## config.mk

```make
export PLATFORM = sky130hd
export DESIGN_NAME = gpio_in_debounce
export DESIGN_NICKNAME = d
export VERILOG_FILES = /design/src/rtl/gpio_in_debounce.sv
export SDC_FILE = /design/constraint.sdc
export NUM_CORES = 1
export LEC_CHECK = 0
export ABC_AREA = 1
export BUFFER_PORTS_ARGS = -buffer_cell sky130_fd_sc_hd__buf_2
export CORE_ASPECT_RATIO = 1.4
export CORE_UTILIZATION = 50
export CTS_BUF_LIST = sky130_fd_sc_hd__clkbuf_16
export CTS_CLUSTER_DIAMETER = 120
export CTS_CLUSTER_SIZE = 14
export DETAILED_ROUTE_END_ITERATION = 10
export GPL_TIMING_DRIVEN = 0
export PLACE_DENSITY_LB_ADDON = 0.15
export SYNTH_ARGS = -nofsm -noshare
export SYNTH_HDL_FRONTEND = slang
export SYNTH_SLANG_ARGS = --single-unit
```

## constraint.sdc

```tcl
create_clock -name clk -period 2.1 [get_ports clk]
set_input_delay 0 -clock clk [delete_from_list [all_inputs] [get_ports clk]]
set_output_delay 0 -clock clk [all_outputs]
set_load 0.02 [all_outputs]
```

## src/rtl/gpio_in_debounce.sv

```systemverilog
// Pad input conditioner: per-pin synchroniser, programmable debounce and registered edge pulses.
// Optional rejected-glitch counter when GPIO_DEBOUNCE_GLITCH_CNT_EN is defined.
module gpio_in_debounce #(
    parameter int N           = 24,
    parameter int CNTW        = 16,
    parameter int SYNC_STAGES = 2
) (
    input  logic            clk,
    input  logic            nreset,
    input  logic            cfg_en,
    input  logic [CNTW-1:0] cfg_limit,
    input  logic [N-1:0]    pad_in,
`ifdef GPIO_DEBOUNCE_GLITCH_CNT_EN
    input  logic            glitch_clr,
    output logic [15:0]     glitch_cnt,
`endif
    output logic [N-1:0]    gpio_in,
    output logic [N-1:0]    edge_rise,
    output logic [N-1:0]    edge_fall
);

    logic [N-1:0]    sync_q [SYNC_STAGES];
    logic [N-1:0]    sync_d [SYNC_STAGES];
    logic [CNTW-1:0] cnt_q  [N];
    logic [CNTW-1:0] cnt_d  [N];
    logic [N-1:0]    gpio_q, gpio_d;
    logic [N-1:0]    rise_q, rise_d;
    logic [N-1:0]    fall_q, fall_d;
    logic [N-1:0]    s;

    assign s = sync_q[SYNC_STAGES-1];

    always_comb begin
        sync_d[0] = pad_in;
        for (int k = 1; k < SYNC_STAGES; k++) begin
            sync_d[k] = sync_q[k-1];
        end
    end

    // Counter holds the number of consecutive cycles s has disagreed with the accepted level.
    always_comb begin
        gpio_d = gpio_q;
        for (int i = 0; i < N; i++) begin
            cnt_d[i] = '0;
            if (!cfg_en) begin
                gpio_d[i] = s[i];
            end else if (s[i] != gpio_q[i]) begin
                if (cnt_q[i] >= cfg_limit) begin
                    gpio_d[i] = s[i];
                end else begin
                    cnt_d[i] = cnt_q[i] + CNTW'(1);
                end
            end
        end
        rise_d = gpio_d & ~gpio_q;
        fall_d = ~gpio_d & gpio_q;
    end

    always_ff @(posedge clk or negedge nreset) begin
        if (!nreset) begin
            for (int k = 0; k < SYNC_STAGES; k++) begin
                sync_q[k] <= '0;
            end
            for (int i = 0; i < N; i++) begin
                cnt_q[i] <= '0;
            end
            gpio_q <= '0;
            rise_q <= '0;
            fall_q <= '0;
        end else begin
            for (int k = 0; k < SYNC_STAGES; k++) begin
                sync_q[k] <= sync_d[k];
            end
            for (int i = 0; i < N; i++) begin
                cnt_q[i] <= cnt_d[i];
            end
            gpio_q <= gpio_d;
            rise_q <= rise_d;
            fall_q <= fall_d;
        end
    end

    assign gpio_in   = gpio_q;
    assign edge_rise = rise_q;
    assign edge_fall = fall_q;

`ifdef GPIO_DEBOUNCE_GLITCH_CNT_EN
    logic [15:0] glitch_q, glitch_d;
    logic        glitch_evt;

    // A non-zero count that meets an agreeing sample is a pulse that was rejected.
    always_comb begin
        glitch_evt = 1'b0;
        for (int i = 0; i < N; i++) begin
            if (cnt_q[i] != '0 && s[i] == gpio_q[i]) begin
                glitch_evt = 1'b1;
            end
        end
        glitch_d = glitch_q;
        if (glitch_clr) begin
            glitch_d = '0;
        end else if (glitch_evt && glitch_q != 16'hFFFF) begin
            glitch_d = glitch_q + 16'd1;
        end
    end

    always_ff @(posedge clk or negedge nreset) begin
        if (!nreset) begin
            glitch_q <= '0;
        end else begin
            glitch_q <= glitch_d;
        end
    end

    assign glitch_cnt = glitch_q;
`endif

endmodule

```

==> metrics.csv, run 1 <==
metric,value,unit
postLayoutSetupSlackWorst,139.0,ps
slew_viol_final,0,
fp.dieW,217.1,um
start_kind,register,
fillers,6140,
synth-seq-area-share,38.94,%
gp_congestion,0.8538,
drc,0,
hold_path.startpoint,pad_in[18],
nNetsFinal,4632,
cts_buffers,41,
slowest_stage,dfrtp_1,
cts_tree,yes,
max_freq,510.0,MHz
netSwitchingPower,5.318,mW
insertion_delay,580,ps
internal_power,14.30,mW
power_frac_seq,51.2,%
syn2layout_area_growth,11.16,%
fin_util,56.14,%
drive_gt1_share,8.369,%
ir_drop,0.0006134,V
synth-edff-count,0,
sw_frac_of_total,27.10,%
dp_slack,-347.7,ps
cts_max_level,2,
grt.total_usage,23.63,%
period_share,93.38,%
cts_setup_buffers,0,
start_util,50.50,%
clock_sinks,504,
yosysWarnings,0,
rrSetupSlack,140,ps
dr_total_vias,25790,
synthArstFlopShare,100.0,%
final_common_cell,nand2_1,
combinationalPowerShare,12.2,%
ctsRootBufferMaster,clkbuf_16,
dr.pass1.iters,5,
cpPeakStageDelay,440,ps
r2r_cells,11,
hold_end,sync_d[18],
slew_headroom,12.66,%
dieHeight,303.2,um
cts_buffer_depth,3,
min_period,1961,ps
wl,76150,um
use_met2,43.11,%
antennaDiodeCount,0,
cp-end-kind,register,
min_path_type,input pin to register,
grt_pass1_vias,25140,
pwr_density_cell,545.0,nW/um^2
worst_pin_slew,1310,ps
run_status,finished clean,
wl_per_cell,15.16,um
first_iter_violations,1283,
ys.flop_type,dfrtp_1,
worstSetupPathType,register to register,
ant_nets,0,
ys_types,34,
antenna_found_initial,1,
grt_max_degree,108,
avgSynthCellArea,8.150,sq um
cp.arrival,2460,ps
worstPathMaxFanout,10,
portBuffers,114,
required,2600,ps
power.share.clock,36.6,%
synth.cell_area,32390,sq um
use_met1,29.16,%
grt_busiest_layer,met2,
hold_depth,2,
synthCells,3974,
cap_violations,0,
clk_pin_slew,60,ps
cp_common_cell,nand2_1,
total_power,19.62,mW
regToRegEndpoint,cnt_q[182],
reg2reg_from,cnt_q[183],
via_per_inst,5.134,
startpoint,cnt_q[183],
hold_violations,0,
ys_ff_latch,504,
placementRows,110,
die_area,65820,sq um
grtUsageMet3,2.249,%
overflow,0,
setup_viol,0,
io_pins,115,
core_area,64140,sq um
leakagePower,18.50,nW
syn-num-nets,4425,
dp_hpwl,53660,um
clock_skew,14.13,ps
grt_pass1_wl,124400,um
crit_chain,"ha_1, nand2_1, inv_1, nand2_1, nand2_1, a21oi_1, nand2_1, nand2_1, nand3_2, buf_6, nor2_1",
mostFrequentLayoutCells,"nand2_1 (799), nor2_1 (650), dfrtp_1 (504), inv_1 (471), ha_1 (408)",
[worst max-delay path by stage]
stage                        to  slack [ps]  cells after the start
floorplan            cnt_q[185]         340                     10
global placement    gpio_in[21]       -9730                      1
detailed placement   cnt_q[117]        -350                     12
CTS                   sync_d[1]          20                      6
global route         cnt_q[297]          -4                      9
finish               cnt_q[182]         140                     11
[sequential cells by signal (all words and copies together) (netlist names)]
| name | count |
|---|---|
| edge_fall | 24 |
| gpio_in | 24 |
| cnt_q | 384 |
| sync_d | 24 |
| edge_rise | 24 |
| s | 24 |
[cells by family after synthesis]
kind of cell               after synthesis  share of synthesized area, %
buffers and inverters                  517                         6.374
AOI/OAI and AO/OA                      271                         4.697
xor gates and xnor gates               291                         7.869
DFF                                    504                         38.94
and+or+nand+nor                       1983                         26.36
adders and majority gates              408                         15.76
[cell type report]
type | count | area, sq um | area share [%]
buffer | 28 | 241.5 | 0.6707
sequential | 504 | 12610 | 35.03
tap | 840 | 1051 | 2.919
inverter | 489 | 1836 | 5.098
clock buffer | 43 | 1076 | 2.989
timing repair buffer | 164 | 1351 | 3.753
multi-input combinational | 2953 | 17830 | 49.52
clock inverter | 1 | 8.758 | 0.02433
[power by group through the flow]
stage / logic [mW] / registers [mW] / clock network (mW)
after floorplan: 1.26 / 10.3 / 0
after global placement: 2.19 / 10.2 / 0
after detailed placement: 2.34 / 10.2 / 0
after CTS: 2.40 / 10.1 / 7.46
after global routing: 2.72 / 10.1 / 7.74
final: 2.39 / 10.1 / 7.18
[routing by layer]
metal / vias to the layer above / wire length (um)
li1: 13170 / -
met1: 12140 / 33580
met2: 355 / 38030
met3: 114 / 2265
met4: 0 / 2271
met5: - / 0
[synth_stat cells (all sizes together), types with 14 or more instances]
cell type / n / share of area [%]
dfrtp: 504 / 39
nor2: 725 / 9.0
a21oi: 148 / 2.3
o21ai: 58 / 0.90
a21o: 14 / 0.32
nand3: 262 / 4.4
nor3: 79 / 1.4
nand2: 803 / 9.3
buf: 27 / 0.70
ha: 408 / 16
xnor2: 105 / 2.8
nand4: 75 / 1.4
inv: 489 / 5.7
o21bai: 33 / 0.76
xor2: 186 / 5.0
[per-stage QoR]
stage	instances	instance area, sq um	setup TNS (ps)	hold slack [ps]
global route	5022	36000	-7.842	39.01
detailed placement	4948	34470	-57280	34.57
global placement	4928	34010	-5334230	107.7
floorplan	3974	32390	0	-295.6
CTS	5021	35850	0	16.15
finish	5022	36000	0	58.89
[worst max-delay path: cells and delay by family, from the launching register on]
kind,cells,cell delay [ps]
AOI/OAI and AO/OA,1,120
adders and majority gates,1,310
buffers and inverters,2,240
DFF,1,440
and+or+nand+nor,7,770
[repair_timing]
item,in CTS,in global routing
gates resized for setup,0,26
hold endpoints to repair,177,0
hold buffers,29,0
setup endpoints to repair,0,186
No activity file was read; power rests on OpenSTA's default activity.
==> inputs of run 2 (changes only) <==
- CORE_MARGIN: not set -> 3
==> run 2 against run 1 <==
Net effect:
- wire length fell by 0.21%
- clock power hardly changed
- die area rose by 3.2%
- fmax up 1.3%
- global-route usage fell by 0.97 points
- sequential power is essentially flat
- highest routed layer unchanged
- utilization grew 0.24 points
- count of clock-buffer cells in the layout unchanged
- critical path type unchanged
==> metrics.csv, run 2 (synthesis results as in run 1) <==
metric,value,unit
period_share,92.20,%
cts_max_level,2,
wl_per_cell,15.18,um
pwr_density_cell,545.8,nW/um^2
crit_family,simple AND/OR/NAND/NOR gates,
leakagePower,18.45,nW
start_util,50.86,%
cts_buffer_depth,3,
hold_ws,27.17,ps
min_path_type,input pin to async pin,
dieHeight,307.2,um
clock_skew,19.51,ps
wl,75990,um
first_iter_violations,1271,
max_freq,516.5,MHz
grt_pass1_wl,126400,um
cp_num_buf_inv,1,
rsz0062_at_grt,false,
final_common_cell,nand2_1,
antenna_found_initial,0,
via_per_inst,5.102,
insertion_delay,580,ps
mostFrequentLayoutCells,"nand2_1 (798), nor2_1 (651), dfrtp_1 (503), inv_1 (471), ha_1 (408)",
fin_cells,5007,
startpoint,cnt_q[367],
grt.total_usage,22.66,%
portBuffers,114,
worstSetupPathType,register to register,
ant_nets,0,
grt_pass1_vias,25440,
overflow,0,
cts_tree,yes,
largest-register,cnt_q,
cp.arrival,2450,ps
clk_pin_slew,70,ps
antennaDiodeCount,0,
setup_viol,0,
ctsRootBufferMaster,clkbuf_16,
fp.dieW,221.1,um
ir_drop,0.0007105,V
die_area,67910,sq um
fin_util,56.38,%
drc,0,
worst_pin_slew,1375,ps
cp-end-kind,register,
slew_headroom,8.360,%
cts_setup_buffers,0,
clock_sinks,504,
dp_slack,-304.2,ps
fin_area,35910,sq um
cpPeakStageDelay,420,ps
reg2reg_from,cnt_q[367],
worstPathMaxFanout,10,
slowest_stage,dfrtp_1,
placed_cells,4939,
core_area,63690,sq um
io_pins,115,
postLayoutSetupSlackWorst,163.8,ps
gp_congestion,0.8284,
total_power,19.60,mW
required,2610,ps
slew_viol_final,0,
grt_max_degree,119,
nNetsFinal,4625,
dr.pass1.iters,5,
cts_buffers,41,
place_area,34440,sq um
placementRows,109,
min_period,1936,ps
run_status,finished clean,
dp_hpwl,53020,um
tns,0,ps
drive_gt1_share,8.311,%
syn2layout_area_growth,10.86,%
cap_violations,0,
start_kind,register,
crit_chain,"ha_1, a211oi_2, nand2_1, nor2_2, nand3_2, buf_6, nor2_1",
dr_total_vias,25550,
largest_register_ffs,384,
hold_violations,0,
run 2: cell count changes in the layout (fill, tap and decap cells not counted), sizes merged:
cell | before | now
clkbuf | 50 | 49
buf | 157 | 153
dlygate4sd3 | 28 | 26
run 2: final timing paths:
| check | end | slack (ps) | depth (start not counted) |
|---|---|---|---|
| hold reg to reg | s[12] | 350 | 0 |
| setup reg to reg | cnt_q[357] | 160 | 7 |
| max in group asynchronous | sync_d[11] | 470 | 4 |
| setup / recovery | cnt_q[357] | 160 | 7 |
| hold / removal | edge_rise[17] | 30 | 2 |
| min in group clk | sync_d[7] | 60 | 2 |
run 2: final cells by class:
cell class | instances | area, sq um
Fill cell | 5996 | 27780
Tap cell | 832 | 1041
Inverter | 489 | 1836
Clock buffer | 43 | 1076
Timing Repair Buffer | 159 | 1266
Sequential cell | 504 | 12610
Buffer | 26 | 236.5
Multi-Input combinational cell | 2953 | 17830
Clock inverter | 1 | 8.758
run 2: timing repair:
item                                    in CTS  in global routing
hold buffers                                26                  0
endpoints found under the setup margin       0                120
resized for setup                            0                 34
hold endpoints to repair                   192                  0
run 2: where the power goes:
part	switching, mW	internal (mW)
logic	1.59	0.766
registers	0.141	9.91
clock network	3.58	3.61
total	5.31	14.3
run 2: routing by layer:
layer	GRT usage (%)	share of wire, %	vias to the layer above
li1	-	-	13160
met1	27.86	44	11960
met2	42.17	50	313
met3	2.731	3.3	116
met4	5.709	2.3	0
met5	0	0	-
==> inputs of run 3 (changes only) <==
- RECOVER_POWER: not set -> 50
- clock period: 2.1 -> 1.99 ns (I/O delays scaled with it)
==> run 3 against run 2 <==
Net effect:
- combinational power up 7%
- final area up 0.50%
- utilization up 0.28 points
- count of clock-buffer cells in the layout unchanged
- clock power up 5.6%
- register-to-register slack worse by 50 ps
- setup slack worse by 100 ps
- cell count up 0.26%
- global-route usage about the same
- first-iteration DRC count up 3.4%
- largest power group unchanged
==> metrics.csv, run 3 (synthesis results as in run 1) <==
metric,value,unit
run_status,finished clean,
clock_sinks,504,
dr_total_vias,25680,
insertion_delay,580,ps
cp-end-kind,register,
netSwitchingPower,5.639,mW
syn2layout_area_growth,11.41,%
hold_violations,0,
drive_gt1_share,7.569,%
wl_per_cell,15.26,um
placed_cells,4939,
grt_pass1_wl,126500,um
start_util,50.86,%
wl,76610,um
crit_chain,"dlygate4sd3_1, buf_2, buf_4, clkbuf_1, nand3_1, nor2_1",
nNetsFinal,4638,
start_kind,input pin,
cp_num_buf_inv,4,
slew_viol_final,0,
antenna_found_initial,0,
ant_nets,0,
worst_pin_slew,1377,ps
power.share.clock,36.6,%
cap_violations,0,
mostFrequentLayoutCells,"nand2_1 (783), nor2_1 (649), dfrtp_1 (493), inv_1 (471), ha_1 (408)",
postLayoutSetupSlackWorst,62.58,ps
sw_frac_of_total,27.21,%
core_area,63690,sq um
largest_register_ffs,384,
combinationalPowerShare,12.2,%
internal_power,15.08,mW
fin_cells,5020,
ir_drop,0.0007418,V
final_common_cell,nand2_1,
power_frac_seq,51.2,%
tns,0,ps
cts_max_level,2,
slew_headroom,8.180,%
ctsRootBufferMaster,clkbuf_16,
cpPeakStageDelay,1040,ps
crit_family,buffers and inverters,
dr.pass1.iters,5,
cts_buffers,41,
fillers,5996,
overflow,0,
antennaDiodeCount,0,
leakagePower,18.30,nW
min_period,1927,ps
worstPathMaxFanout,10,
dp_hpwl,53020,um
via_per_inst,5.116,
dieHeight,307.2,um
fp.dieW,221.1,um
cts_tree,yes,
slowest_stage,clkbuf_1,
period_share,96.86,%
clock_skew,18.08,ps
cts_buffer_depth,3,
die_area,67910,sq um
grt_pass1_vias,25450,
placementRows,109,
dp_slack,-414.2,ps
grt.total_usage,22.68,%
max_freq,518.8,MHz
largest-register,cnt_q,
setup_viol,0,
grt_max_degree,119,
first_iter_violations,1314,
cp.arrival,2430,ps
pwr_density_cell,574.3,nW/um^2
clk_pin_slew,70,ps
drc,0,
worstSetupPathType,input pin to register,
hold_ws,25.90,ps
gp_congestion,0.8284,
required,2490,ps
min_path_type,input pin to async pin,
io_pins,115,
portBuffers,114,
run 3: changes by cell type in the layout (fill, tap and decap cells not counted), moves of 3 or more:
cell      before  now
buf_2        116   42
dfrtp_2        1   11
nand2_2        5   19
dfrtp_1      503  493
nand3_4        5   13
buf_4          3   17
nand2_1      798  783
clkbuf_1       1   73
nor2_4         4   10
nor2_2        70   66
clkbuf_4       5    2
nand3_2       15    8
run 3: routing by layer:
layer	up-vias	routed length (um)	track usage, %
met3	114	2496	2.769
li1	13200	-	-
met1	12080	33750	27.83
met4	0	1754	5.814
met2	295	38610	42.18
met5	-	0	0
run 3: metrics by stage:
stage                     instance area [sq um]  power, mW  utilization [%]
final                                     36090      20.72            56.66
after global routing                      36090      21.73            56.66
after CTS                                 35810      21.04            56.23
after detailed placement                  34440      13.27            54.07
after global placement                    34000      13.12            53.39
after floorplan                           32390      12.22                -
run 3: worst paths after layout:
kind / from / end / slack [ps] / cells past startpoint
max: cfg_en / cnt_q[77] / 60 / 6
min: nreset / edge_fall[17] / 30 / 2
max reg2reg: cnt_q[27] / cnt_q[26] / 110 / 10
min reg2reg: sync_d[17] / s[17] / 350 / 0
max in group asynchronous: nreset / cnt_q[150] / 320 / 4
min in group clk: pad_in[7] / sync_d[7] / 60 / 2
run 3: what timing repair did:
| item | 4_1_cts | 5_1_grt |
|---|---|---|
| hold endpoints to repair | 188 | 0 |
| pin swaps | 1 | 11 |
| hold buffers | 26 | 0 |
| setup endpoints to repair | 36 | 237 |
| setup buffers | 1 | 10 |
| resized for setup | 4 | 88 |
| cloned | 0 | 2 |
run 3: layout make-up:
class | count | area (sq um) | share of cell area [%]
buffer | 26 | 252.7 | 0.7004
clock buffer | 43 | 1076 | 2.982
clock inverter | 1 | 8.758 | 0.02427
inverter | 489 | 1836 | 5.086
multi-input combinational | 2955 | 18000 | 49.87
sequential | 504 | 12630 | 34.99
tap | 832 | 1041 | 2.885
timing repair buffer | 170 | 1251 | 3.467
run 3: worst reg2reg max path: cells and delay by family, from the launching register on:
family | cells | cell delay (ps)
fa+ha+maj | 1 | 320
simple gates | 8 | 1000
flops | 1 | 430
buf+inv | 1 | 60
run 3: power groups by stage:
stage	Clock, mW	Sequential [mW]	Combinational, mW
global placement	0	10.8	2.31
finish	7.59	10.6	2.53
CTS	7.90	10.6	2.53
global route	8.21	10.6	2.89
floorplan	0	10.9	1.33
detailed placement	0	10.8	2.46
